==> config.mk <==
export PLATFORM = sky130hd
export DESIGN_NAME = pixel_stream_src_flat
export DESIGN_NICKNAME = d
export VERILOG_FILES = /design/src/rtl/pixel_stream_src_if.sv /design/src/rtl/pixel_stream_src.sv /design/src/flat_wrapper.sv
export SDC_FILE = /design/constraint.sdc
export NUM_CORES = 1
export LEC_CHECK = 0
export ABC_AREA = 1
export CORE_ASPECT_RATIO = 2
export CORE_MARGIN = 2
export CORE_UTILIZATION = 39
export DETAILED_ROUTE_END_ITERATION = 12
export PLACE_DENSITY = 0.58
export SYNTH_ARGS = -nofsm -noshare
export SYNTH_HDL_FRONTEND = slang
export SYNTH_SLANG_ARGS = --single-unit
==> constraint.sdc <==
create_clock -name i_clk -period 5.1 [get_ports i_clk]
set_input_delay 0.765 -clock i_clk [delete_from_list [all_inputs] [get_ports i_clk]]
set_output_delay 0.765 -clock i_clk [all_outputs]
set_load 0.02 [all_outputs]
==> src/rtl/pixel_stream_src_if.sv <==
// Bus bundle for the pixel frame source: RAM read port plus the outgoing pixel stream.
// The master side is the frame source; the slave side is the RAM and the pixel consumer.
interface pixel_stream_src_if #(
  parameter int DATA_W = 8,
  parameter int ADDR_W = 8
);
  logic                     mem_rd_en;
  logic [ADDR_W-1:0]        mem_addr;
  logic signed [DATA_W-1:0] mem_rdata;
  logic                     valid_pixel;
  logic signed [DATA_W-1:0] pixel_out;
  logic                     frame_last;

  modport master (
    output mem_rd_en, mem_addr, valid_pixel, pixel_out, frame_last,
    input  mem_rdata
  );

  modport slave (
    input  mem_rd_en, mem_addr, valid_pixel, pixel_out, frame_last,
    output mem_rdata
  );
endinterface

==> src/rtl/pixel_stream_src.sv <==
// Frame source: scans an optionally zero-padded image out of a 1-cycle-latency pixel RAM
// and streams it in raster order, two cycles behind each issued position.
//
// state   | meaning
// S_IDLE  | waiting for start
// S_RUN   | issuing one scan position per unstalled cycle
// S_DRAIN | letting the two pipeline stages empty
// S_DONE  | one-cycle done pulse
module pixel_stream_src #(
  parameter int IMG_W  = 5,
  parameter int IMG_H  = 5,
  parameter int DATA_W = 8,
  parameter int PAD    = 0,
  parameter int ADDR_W = 8
) (
  input  logic              i_clk,
  input  logic              i_rst,
  input  logic              i_start,
  input  logic              i_stall,
  output logic              o_busy,
  output logic              o_done,
  pixel_stream_src_if.master bus
);

  localparam logic [7:0] L_OW1 = 8'(IMG_W + 2*PAD - 1);
  localparam logic [7:0] L_OH1 = 8'(IMG_H + 2*PAD - 1);
  localparam logic [8:0] L_PAD = 9'(PAD);
  localparam logic [7:0] L_W   = 8'(IMG_W);
  localparam logic [7:0] L_H   = 8'(IMG_H);

  typedef enum logic [1:0] {S_IDLE, S_RUN, S_DRAIN, S_DONE} state_t;

  state_t r_state;
  state_t w_next;
  logic [7:0] r_row;
  logic [7:0] r_col;
  logic       r_drain;

  logic r_s1_valid;
  logic r_s1_pad;
  logic r_s1_last;
  logic r_valid;
  logic r_last;
  logic signed [DATA_W-1:0] r_pix;

  logic [8:0]        w_row_off;
  logic [8:0]        w_col_off;
  logic              w_pad;
  logic              w_last_pos;
  logic              w_issue;
  logic              w_rd_en;
  logic [ADDR_W-1:0] w_addr;
  logic              w_busy;
  logic              w_done;

  // Offsets into the stored image; bit 8 set means the position is in the leading border.
  assign w_row_off  = {1'b0, r_row} - L_PAD;
  assign w_col_off  = {1'b0, r_col} - L_PAD;
  assign w_pad      = w_row_off[8] | w_col_off[8] |
                      (w_row_off[7:0] >= L_H) | (w_col_off[7:0] >= L_W);
  assign w_last_pos = (r_row == L_OH1) && (r_col == L_OW1);

  always_ff @(posedge i_clk) begin
    if (i_rst) r_state <= S_IDLE;
    else       r_state <= w_next;
  end

  always_comb begin
    w_next = r_state;
    case (r_state)
      S_IDLE:  if (i_start) w_next = S_RUN;
      S_RUN:   if (w_issue && w_last_pos) w_next = S_DRAIN;
      S_DRAIN: if (r_drain == 1'b0) w_next = S_DONE;
      S_DONE:  w_next = S_IDLE;
      default: w_next = S_IDLE;
    endcase
  end

  always_comb begin
    w_busy  = (r_state != S_IDLE);
    w_done  = (r_state == S_DONE);
    w_issue = (r_state == S_RUN) && !i_stall;
    w_rd_en = w_issue && !w_pad;
    w_addr  = '0;
    if (w_rd_en)
      w_addr = ADDR_W'(w_row_off[7:0]) * ADDR_W'(IMG_W) + ADDR_W'(w_col_off[7:0]);
  end

  always_ff @(posedge i_clk) begin
    if (i_rst) begin
      r_row   <= '0;
      r_col   <= '0;
      r_drain <= 1'b0;
    end else begin
      if (r_state == S_IDLE && i_start) begin
        r_row <= '0;
        r_col <= '0;
      end else if (w_issue) begin
        if (r_col == L_OW1) begin
          r_col <= '0;
          r_row <= r_row + 8'd1;
        end else begin
          r_col <= r_col + 8'd1;
        end
      end
      if (w_issue && w_last_pos) r_drain <= 1'b1;
      else if (r_state == S_DRAIN) r_drain <= r_drain - 1'b1;
    end
  end

  // Stage 1 lines up with mem_rdata; pad positions never read RAM and are forced to zero here.
  always_ff @(posedge i_clk) begin
    if (i_rst) begin
      r_s1_valid <= 1'b0;
      r_s1_pad   <= 1'b0;
      r_s1_last  <= 1'b0;
      r_valid    <= 1'b0;
      r_last     <= 1'b0;
      r_pix      <= '0;
    end else begin
      r_s1_valid <= w_issue;
      r_s1_pad   <= w_pad;
      r_s1_last  <= w_issue && w_last_pos;
      r_valid    <= r_s1_valid;
      r_last     <= r_s1_valid && r_s1_last;
      r_pix      <= (r_s1_valid && !r_s1_pad) ? bus.mem_rdata : '0;
    end
  end

  assign bus.mem_rd_en   = w_rd_en;
  assign bus.mem_addr    = w_addr;
  assign bus.valid_pixel = r_valid;
  assign bus.pixel_out   = r_pix;
  assign bus.frame_last  = r_last;
  assign o_busy          = w_busy;
  assign o_done          = w_done;

endmodule

==> src/flat_wrapper.sv <==
// flat-port wrapper written by rule: the top's interface ports become plain ports
module pixel_stream_src_flat 
#(
  parameter int IMG_W  = 5,
  parameter int IMG_H  = 5,
  parameter int DATA_W = 8,
  parameter int PAD    = 0,
  parameter int ADDR_W = 8
)
  (i_clk, i_rst, i_start, i_stall, o_busy, o_done, bus_mem_rd_en, bus_mem_addr, bus_valid_pixel, bus_pixel_out, bus_frame_last, bus_mem_rdata);
  pixel_stream_src_if #(.DATA_W(DATA_W), .ADDR_W(ADDR_W)) bus_i ();
  input  logic i_clk;
  input  logic i_rst;
  input  logic i_start;
  input  logic i_stall;
  output logic o_busy;
  output logic o_done;
  output wire logic [$bits(bus_i.mem_rd_en)-1:0] bus_mem_rd_en;
  output wire logic [$bits(bus_i.mem_addr)-1:0] bus_mem_addr;
  output wire logic [$bits(bus_i.valid_pixel)-1:0] bus_valid_pixel;
  output wire logic [$bits(bus_i.pixel_out)-1:0] bus_pixel_out;
  output wire logic [$bits(bus_i.frame_last)-1:0] bus_frame_last;
  input wire logic [$bits(bus_i.mem_rdata)-1:0] bus_mem_rdata;
  assign bus_mem_rd_en = bus_i.mem_rd_en;
  assign bus_mem_addr = bus_i.mem_addr;
  assign bus_valid_pixel = bus_i.valid_pixel;
  assign bus_pixel_out = bus_i.pixel_out;
  assign bus_frame_last = bus_i.frame_last;
  assign bus_i.mem_rdata = bus_mem_rdata;
  pixel_stream_src #(.IMG_W(IMG_W), .IMG_H(IMG_H), .DATA_W(DATA_W), .PAD(PAD), .ADDR_W(ADDR_W)) u_core (.i_clk(i_clk), .i_rst(i_rst), .i_start(i_start), .i_stall(i_stall), .o_busy(o_busy), .o_done(o_done), .bus(bus_i));
endmodule
==> flow_metrics.env, run 1 <==
export IMPL_status="finished, final reports clean"
export IMPL_die_x_um=57.1
export IMPL_use_met3_pct=2.57
export IMPL_max_vdd_ir_drop_uv=219
export IMPL_final_min_clock_period_ns=3.83
export IMPL_crit_path_end_kind="output port"
export IMPL_use_met1_pct=16.5
export IMPL_numPlacedInstances=394
export IMPL_core_sq_um=5420
export IMPL_fin_worst_skew_ns=0.00692
export IMPL_cp_arrival_ns=3.06
export IMPL_die_h_um=110
export IMPL_sw_frac_of_total_pct=34.5
export IMPL_clock_path_buffers=2
export IMPL_ioPinCount=33
export IMPL_async_reset_ff_share_pct=0
export IMPL_slew_violations=0
export IMPL_holdCritStartpoint="u_core.r_s1_last"
export IMPL_io_buffers=32
export IMPL_ff2ff_setup_slack_ns=3.39
export IMPL_tightest_slew_ns=0.411
export IMPL_crit_cells=8
export IMPL_synth_nets=346
export IMPL_synthCells=302
export IMPL_slowest_stage="clkdlybuf4s50_1"
export IMPL_required_ns=4.34
export IMPL_path_clk_slew_ns=0.07
export IMPL_p_sw_w=0.000232
export IMPL_first_iter_violations=46
export IMPL_clk_latency_ns=0.28
export IMPL_root_buffer="clkbuf_8"
export IMPL_hold_path_endpoint="u_core.bus.frame_last"
export IMPL_drive_gt1_share_pct=10.2
export IMPL_detailed_place_hpwl_um=3900
export IMPL_rows=38
export IMPL_ctsResizeCount=0
export IMPL_synth_edf_count=0
export IMPL_viasPerCell=4.79
export IMPL_synth_top_cell_area_share_pct=29.1
export IMPL_routed_wl_um=4790
export IMPL_yosysTopAreaCell="dfxtp_1"
export IMPL_ys_types=24
export IMPL_hold_class="flop to flop"
export IMPL_yosysWarnings=0
export IMPL_synth_avg_cell_area_sq_um=7.28
export IMPL_cts_buffers=5
export IMPL_rr_worst_depth=9
export IMPL_start_kind="flop"
export IMPL_fin_cells=402
export IMPL_grt_pass1_wl_um=8100
export IMPL_synth_area_leaders="dfxtp_1 (29%), ha_1 (15%), nand2_1 (10%)"
export IMPL_syn_area_sq_um=2200
export IMPL_yosys_top_cells_count="nand2_1 (59), inv_1 (49), nor2_1 (37), dfxtp_1 (32), ha_1 (27)"
export IMPL_hold_viol_final=0
export IMPL_final_nets=385
export IMPL_met2_usage_pct=31.9
export IMPL_grt_busiest_layer="met2"
export IMPL_syn_to_final_growth_pct=22.0
export IMPL_crit_family="adder cells"
export IMPL_cts_sinks=32
export IMPL_worst_path_buf_inv=1
export IMPL_cts_setup_buffers=0
export IMPL_r2r_start="u_core.r_col[0]"
export IMPL_critical_path_most_common_cell="ha_1"
export IMPL_p_leak_nw=1.23
export IMPL_synth_seq_cells=32
export IMPL_gp_congestion=0.814
export IMPL_initial_utilization_pct=40.6
export IMPL_maxCapViolCount=0
export IMPL_hold_path_cell_count=2
export IMPL_grt_util_all_layers_pct=16.4
export IMPL_grt_max_degree=12
export IMPL_yosys_cell_count_top_type="nand2_1"
export IMPL_synthFlopType="dfxtp_1"
export IMPL_antenna_cells=0
export IMPL_routed_via_count=1925
export IMPL_wl_per_cell_um=11.9
export IMPL_grt_pass1_vias=1882
export IMPL_reg2reg_to="u_core.r_state[0]"
export IMPL_max_freq_mhz=261
export IMPL_period_share_pct=75.1
export IMPL_setup_violations_final=0
export IMPL_crit_path_max_incr_delay_ns=0.59
export IMPL_ys_seq_area_share_pct=29.1
export IMPL_drc=0
export IMPL_p_clk_share_pct=28.8
export IMPL_ctsHoldBuffers=0
export IMPL_power_share_sequential_pct=42.1
export IMPL_cts_tree="yes"
export IMPL_die_area_sq_um=6290
export IMPL_ant_nets=0
export IMPL_path_cells="ha_1 -> fa_1 -> ha_1 -> a21o_1 -> o21bai_1 -> xnor2_1 -> nor2_2 -> clkdlybuf4s50_1"
export IMPL_n_fill_cell=571
export IMPL_first_pass_iters=4
export IMPL_grt_overflow=0
export IMPL_slew_headroom_pct=72.6
export IMPL_cts_max_level=2
export IMPL_p_per_area_nw_per_um2=251
export IMPL_p_int_w=0.000441
export IMPL_rsz0062_at_grt="false"
export IMPL_cp_max_fo=6
export IMPL_power_frac_comb_pct=29.2
export IMPL_antenna_found_initial=0
export IMPL_crit_type="flop to output port"
export IMPL_setup_tns_ns=0
[per-stage QoR]
step	cell area [sq um]	total power [W]	hold slack [ns]	worst slack, ns	utilization (%)
after floorplan	2200	0.000424	0.402	2.08	-
after global placement	2590	0.000488	0.406	1.60	47.9
after detailed placement	2590	0.000488	0.406	1.58	47.9
after CTS	2680	0.000684	0.416	1.26	49.5
after global routing	2680	0.000724	0.439	1.11	49.5
final	2680	0.000673	0.417	1.27	49.5
[routing by layer]
| metal | vias up | wire length (um) |
|---|---|---|
| met4 | 0 | 99 |
| met5 | - | 0 |
| met2 | 36 | 2710 |
| met1 | 870 | 1850 |
| met3 | 8 | 140 |
| li1 | 1011 | - |
[flip-flops by register name, indices dropped and copies added (netlist names)]
name,cells
u_core.r_s1_valid,1
u_core.bus.frame_last,1
u_core.r_drain,1
u_core.bus.valid_pixel,1
u_core.bus.pixel_out,8
u_core.r_state,2
u_core.r_s1_last,1
u_core.r_row,8
u_core.r_col,8
u_core.r_s1_pad,1
[layout by cell type, fill, tap and decap left out]
cell,n
nor2_8,1
a21oi_1,19
clkinv_4,1
nand2_1,59
fa_1,5
a21o_1,2
o21ai_0,7
ha_1,27
nand3_1,17
nand2_4,3
clkdlybuf4s50_1,32
nor2_1,37
nand4_1,2
o21bai_1,1
xnor2_1,4
xor2_1,5
clkbuf_8,5
nor3_1,7
nand2_2,5
nand4_4,1
nor2_4,1
inv_1,49
inv_2,8
inv_4,1
nor2_2,7
nand3b_1,2
dfxtp_1,32
clkinv_2,2
[logic make-up (layout without fill, tap and decap cells)]
family	Yosys count	after routing	synth area share, %
buffers and inverters	58	98	10.0
XOR/XNOR	9	9	3.58
AO/OA/AOI/OAI	29	29	6.94
flip-flops	32	32	29.1
adder cells (fa/ha/maj)	32	32	19.9
AND/OR/NAND/NOR	142	142	30.4
[area by class of cell]
cell class,count,area [sq um],share of cell area (%)
clock buffer,5,68.8,2.57
clock inverter,3,18.8,0.700
inverter,58,220,8.21
multi-input combinational,212,1340,49.9
sequential,32,641,23.9
tap,60,75.1,2.80
timing repair buffer,32,320,11.9
[power by group through the flow]
stage	Clock, W	Sequential, W	Combinational, W
finish	0.000194	0.000283	0.000196
detailed placement	0	0.000289	0.000199
floorplan	0	0.000289	0.000135
CTS	0.000200	0.000284	0.000200
global placement	0	0.000289	0.000199
global route	0.000211	0.000287	0.000226
[how the worst max path moves through the flow]
stage / to / from
3_3_place_gp: bus_mem_addr[7] / u_core.r_row[2]
6_report: bus_mem_addr[4] / u_core.r_row[3]
4_1_cts: bus_mem_addr[7] / u_core.r_row[4]
5_1_grt: bus_mem_addr[4] / u_core.r_row[3]
3_5_place_dp: bus_mem_addr[7] / u_core.r_row[2]
2_1_floorplan: bus_mem_addr[7] / u_core.r_row[2]
[tightest hold or removal path, cell delays in order (launching register included)]
cell	delay (ns)
dfxtp_1	0.30
nand2_1	0.05
nor2_1	0.03
Note: power is estimated with default switching activity, not from simulation.
==> run 2: changes to the inputs <==
clock period = 3.75 ns   (was 5.1 ns; I/O delays follow)
==> run 2 against run 1 <==
  * Total power up 47%
  * Clock power up 74%
  * Final area up 1.3%
  * Non-clock buffer count up 1
  * Setup slack worse by 1.1 ns
  * First-iteration DRC count down 17%
  * Worst hold slack better by 0.00071 ns
  * Highest routed layer unchanged
  * Routed wire length down 1.7%
  * Core utilization up 0.65 points
  * Final cell count up 0.25%
  * Die area unchanged
  * Largest power group unchanged
  * Via count down 0.16%
  * Largest cell class unchanged
==> flow_metrics.env, run 2 (synthesized netlist as in run 1, its figures left out) <==
export IMPL_die_x_um=57.1
export IMPL_wl_per_cell_um=11.7
export IMPL_ioPinCount=33
export IMPL_power_w=0.000990
export IMPL_power_share_sequential_pct=38.8
export IMPL_initial_utilization_pct=40.6
export IMPL_first_pass_iters=4
export IMPL_gp_congestion=0.808
export IMPL_max_vdd_ir_drop_uv=395
export IMPL_slowest_stage="clkdlybuf4s50_1"
export IMPL_layout_commonest_cell="nand2_1"
export IMPL_setup_violations_final=0
export IMPL_p_clk_share_pct=34.1
export IMPL_slew_headroom_pct=68.7
export IMPL_ff2ff_setup_slack_ns=2.04
export IMPL_cts_buffers=5
export IMPL_cts_max_level=2
export IMPL_final_nets=386
export IMPL_cp_max_fo=7
export IMPL_grt_max_degree=12
export IMPL_hold_viol_final=0
export IMPL_maxCapViolCount=0
export IMPL_hold_path_endpoint="u_core.bus.frame_last"
export IMPL_slew_violations=0
export IMPL_crit_path_end_kind="output port"
export IMPL_max_freq_mhz=279
export IMPL_final_cell_mix="nand2_1 (59), inv_1 (49), nor2_1 (37)"
export IMPL_antenna_found_initial=0
export IMPL_ant_nets=0
export IMPL_io_buffers=32
export IMPL_routed_via_count=1922
export IMPL_antenna_cells=0
export IMPL_cts_tree="yes"
export IMPL_required_ns=3.19
export IMPL_clk_latency_ns=0.30
export IMPL_start_kind="flop"
export IMPL_routed_wl_um=4710
export IMPL_rr_worst_depth=9
export IMPL_final_min_clock_period_ns=3.59
export IMPL_p_leak_nw=1.26
export IMPL_cp_arrival_ns=3.03
export IMPL_p_sw_w=0.000323
export IMPL_crit_family="adder cells"
export IMPL_reg2reg_to="u_core.r_state[1]"
export IMPL_cts_sinks=32
export IMPL_grt_overflow=0
export IMPL_grt_pass1_vias=1798
export IMPL_path_clk_slew_ns=0.08
export IMPL_sw_frac_of_total_pct=32.6
export IMPL_p_int_w=0.000667
export IMPL_hold_class="flop to flop"
export IMPL_syn_to_final_growth_pct=23.5
export IMPL_rows=38
export IMPL_path_cells="ha_1 -> inv_1 -> fa_1 -> inv_1 -> ha_1 -> nand2_1 -> inv_1 -> nand4_1 -> nand3_1 -> nand2_1 -> nand2_1 -> nor2_1 -> clkdlybuf4s50_1"
export IMPL_rsz0062_at_grt="false"
export IMPL_status="finished, final reports clean"
export IMPL_ctsHoldBuffers=0
export IMPL_clock_path_buffers=2
export IMPL_worst_path_buf_inv=4
export IMPL_holdCritStartpoint="u_core.r_s1_last"
export IMPL_tightest_slew_ns=0.469
export IMPL_viasPerCell=4.77
export IMPL_detailed_place_hpwl_um=3870
export IMPL_grt_util_all_layers_pct=16.0
export IMPL_crit_path_max_incr_delay_ns=0.60
export IMPL_p_per_area_nw_per_um2=364
export IMPL_drive_gt1_share_pct=10.8
export IMPL_die_h_um=110
export IMPL_r2r_start="u_core.r_col[0]"
export IMPL_period_share_pct=95.7
export IMPL_fin_worst_skew_ns=0.00976
export IMPL_core_sq_um=5420
export IMPL_root_buffer="clkbuf_8"
export IMPL_crit_type="flop to output port"
export IMPL_setup_tns_ns=0
export IMPL_grt_pass1_wl_um=7750
export IMPL_die_area_sq_um=6290
export IMPL_drc=0
export IMPL_hold_path_cell_count=2
export IMPL_power_frac_comb_pct=27.0
export IMPL_first_iter_violations=38
## run 2: cell type report
| type | instances | area [sq um] |
|---|---|---|
| Multi-Input combinational cell | 212 | 1340 |
| Inverter | 58 | 220 |
| Clock buffer | 5 | 68.8 |
| Timing Repair Buffer | 33 | 330 |
| Tap cell | 60 | 75.1 |
| Sequential cell | 32 | 642 |
| Fill cell | 578 | 2700 |
| Clock inverter | 3 | 42.5 |
## run 2: metrics by stage
stage | cells | cell area, sq um | utilization [%] | hold WS (ns) | setup slack, ns
2_1_floorplan | 302 | 2200 | - | 0.402 | 0.935
3_3_place_gp | 395 | 2600 | 48.0 | 0.406 | 0.448
3_5_place_dp | 395 | 2600 | 48.0 | 0.410 | 0.410
4_1_cts | 403 | 2710 | 50.1 | 0.419 | 0.0865
5_1_grt | 403 | 2720 | 50.1 | 0.450 | 0.00619
6_report | 403 | 2720 | 50.1 | 0.417 | 0.160
## run 2: power groups by stage
stage | clock (W) | combinational (W) | sequential [W]
after global routing | 0.000359 | 0.000304 | 0.000388
final | 0.000338 | 0.000268 | 0.000385
after global placement | 0 | 0.000270 | 0.000393
after CTS | 0.000346 | 0.000272 | 0.000386
after floorplan | 0 | 0.000184 | 0.000393
after detailed placement | 0 | 0.000271 | 0.000394
## run 2: what timing repair did
| action | CTS | global route |
|---|---|---|
| setup endpoints to repair | 0 | 2 |
| setup buffers | 0 | 0 |
| resized for setup | 0 | 2 |
## run 2: how the worst max path moves through the flow
stage | from | cells after the start | endpoint | slack, ns
after CTS | u_core.r_row[3] | 8 | bus_mem_addr[4] | 0.09
after global routing | u_core.r_row[2] | 13 | bus_mem_addr[6] | 0.006
after floorplan | u_core.r_row[2] | 11 | bus_mem_addr[7] | 0.94
final | u_core.r_row[2] | 13 | bus_mem_addr[6] | 0.16
after global placement | u_core.r_row[2] | 12 | bus_mem_addr[7] | 0.45
after detailed placement | u_core.r_row[3] | 8 | bus_mem_addr[4] | 0.41
## run 2: per-layer routing
metal,share of wire (%),vias to the layer above,wire length (um),track usage [%]
li1,-,1011,-,-
met1,38,856,1780,15.5
met2,56,43,2630,31.0
met3,3.8,12,177,2.92
met4,2.6,0,124,8.31
met5,0,-,0,0
## run 2: worst register-to-register path, cell delays in order (launching register included)
cell and delay, ns:
dfxtp_1 0.38, inv_1 0.17, ha_1 0.25, nand3_1 0.09, nor2_1 0.20, nand3_1 0.18, nand2_1 0.16, nand3_1 0.08
nand2_1 0.06, nor2_1 0.03
==> run 3: changes to the inputs <==
CORE_MARGIN = 3   (was 2)
CTS_CLUSTER_DIAMETER = 100   (was unset)
TNS_END_PERCENT = 5   (was unset)
==> run 3 against run 2 <==
  * First-iteration DRC count grew 16%
  * Sequential power is essentially flat
  * Count of clock-buffer cells in the layout is the same
  * Critical path depth shrank 5
  * Total power shrank 7.4%
  * Routed wire length shrank 1.2%
  * Combinational power is essentially flat
  * Setup slack gained 0.019 ns
  * Largest power group unchanged
==> flow_metrics.env, run 3 (synthesized netlist as in run 1, its figures left out) <==
export IMPL_grt_max_degree=12
export IMPL_reg2reg_to="u_core.r_state[1]"
export IMPL_ff2ff_setup_slack_ns=2.05
export IMPL_tightest_slew_ns=0.438
export IMPL_ioPinCount=33
export IMPL_initial_utilization_pct=40.6
export IMPL_rows=38
export IMPL_die_h_um=112
export IMPL_hold_class="flop to flop"
export IMPL_wl_per_cell_um=11.5
export IMPL_max_vdd_ir_drop_uv=360
export IMPL_start_kind="flop"
export IMPL_rsz0062_at_grt="false"
export IMPL_fin_util_pct=49.7
export IMPL_fin_cells=403
export IMPL_grt_pass1_wl_um=8110
export IMPL_setup_tns_ns=0
export IMPL_status="finished, final reports clean"
export IMPL_die_area_sq_um=6630
export IMPL_ant_nets=0
export IMPL_viasPerCell=4.73
export IMPL_period_share_pct=95.2
export IMPL_first_pass_iters=4
export IMPL_multiInputGateArea_sq_um=1340
export IMPL_io_buffers=32
export IMPL_routed_via_count=1905
export IMPL_slew_headroom_pct=70.8
export IMPL_grt_overflow=0
export IMPL_hold_slack_ns=0.419
export IMPL_r2r_start="u_core.r_col[0]"
export IMPL_slew_violations=0
export IMPL_path_clk_slew_ns=0.08
export IMPL_layout_commonest_cell="nand2_1"
export IMPL_cp_arrival_ns=3.01
export IMPL_cts_sinks=32
export IMPL_drc=0
export IMPL_grt_pass1_vias=1822
export IMPL_antenna_found_initial=0
export IMPL_grt_util_all_layers_pct=15.6
export IMPL_drive_gt1_share_pct=10.8
export IMPL_antenna_cells=0
export IMPL_rr_worst_depth=9
export IMPL_n_fill_cell=577
export IMPL_numPlacedInstances=395
export IMPL_fin_worst_skew_ns=0.0102
export IMPL_detailed_place_hpwl_um=3890
export IMPL_first_iter_violations=44
export IMPL_die_x_um=59.1
export IMPL_max_freq_mhz=280
export IMPL_crit_path_end_kind="output port"
export IMPL_core_sq_um=5420
export IMPL_final_cell_mix="nand2_1 (59), inv_1 (49), nor2_1 (37)"
export IMPL_p_leak_nw=1.28
export IMPL_hold_viol_final=0
export IMPL_maxCapViolCount=0
export IMPL_p_per_area_nw_per_um2=340
export IMPL_setup_violations_final=0
export IMPL_crit_end="bus_mem_addr[4]"
export IMPL_gp_congestion=0.783
export IMPL_final_nets=386
export IMPL_cp_max_fo=5
export IMPL_final_min_clock_period_ns=3.57
export IMPL_register_area_sq_um=642
export IMPL_clk_latency_ns=0.28
export IMPL_required_ns=3.19
export IMPL_routed_wl_um=4650
export IMPL_syn_to_final_growth_pct=22.6
export IMPL_critPathLaunch="u_core.r_row[1]"
export IMPL_cts_tree="yes"
export IMPL_cts_max_level=2
export IMPL_crit_type="flop to output port"
export IMPL_ctsHoldBuffers=0
export IMPL_root_buffer="clkbuf_8"
export IMPL_cts_buffers=5
export IMPL_clock_path_buffers=2
[run 3: cell count changes in the layout (fill, tap and decap cells not counted), sizes merged]
cell,delta
bufinv,-1
clkdlybuf4s50,-1
clkinv,+2
clkinvlp,-1
dlymetal6s2s,+1
[run 3: power breakdown]
part | switching, W | leakage (nW) | internal (W)
Combinational | 0.000162 | 0.969 | 0.000108
Sequential | 0.0000209 | 0.259 | 0.000364
Clock | 0.000134 | 0.0479 | 0.000129
[run 3: critical path, cell delays in order, from the launching register on]
cell and delay, ns:
dfxtp_1 0.43, ha_1 0.29, fa_1 0.46, ha_1 0.37
a21o_1 0.21, o21bai_1 0.16, xnor2_1 0.13, nor2_2 0.07
clkdlybuf4s50_1 0.59
[run 3: cell type report]
cell class / instances / share of cell area (%)
sequential: 32 / 23.8
multi-input combinational: 212 / 49.7
inverter: 58 / 8.17
timing repair buffer: 33 / 12.3
clock buffer: 5 / 2.55
clock inverter: 3 / 0.696
tap: 60 / 2.78
[run 3: how the worst min path moves through the flow]
stage | from | end | slack (ns) | cells after the start
after floorplan | u_core.r_s1_last | u_core.bus.frame_last | 0.40 | 2
after global placement | u_core.r_s1_last | u_core.bus.frame_last | 0.41 | 2
after detailed placement | u_core.r_s1_last | u_core.bus.frame_last | 0.41 | 2
after CTS | u_core.r_s1_last | u_core.bus.frame_last | 0.42 | 2
after global routing | u_core.r_s1_last | u_core.bus.frame_last | 0.46 | 2
final | u_core.r_s1_last | u_core.bus.frame_last | 0.42 | 2
[run 3: per-layer routing]
metal,routed length [um],vias to the layer above,GRT usage (%),share of wire [%]
met5,0,-,0,0
met4,93,0,6.35,2.0
met3,135,8,2.07,2.9
met2,2670,27,29.1,57
met1,1750,857,16.6,38
li1,-,1013,-,-
[run 3: metrics by stage]
step / total power [W] / cell area (sq um) / setup WS (ns)
2_1_floorplan: 0.000577 / 2200 / 0.935
3_3_place_gp: 0.000664 / 2600 / 0.449
3_5_place_dp: 0.000665 / 2600 / 0.410
4_1_cts: 0.000932 / 2690 / 0.0895
5_1_grt: 0.000984 / 2700 / 0.0100
6_report: 0.000917 / 2700 / 0.179
[run 3: timing repair]
action                                  4_1_cts  5_1_grt
endpoints found under the setup margin        0        3
resized for setup                             0        3
setup buffers                                 0        0
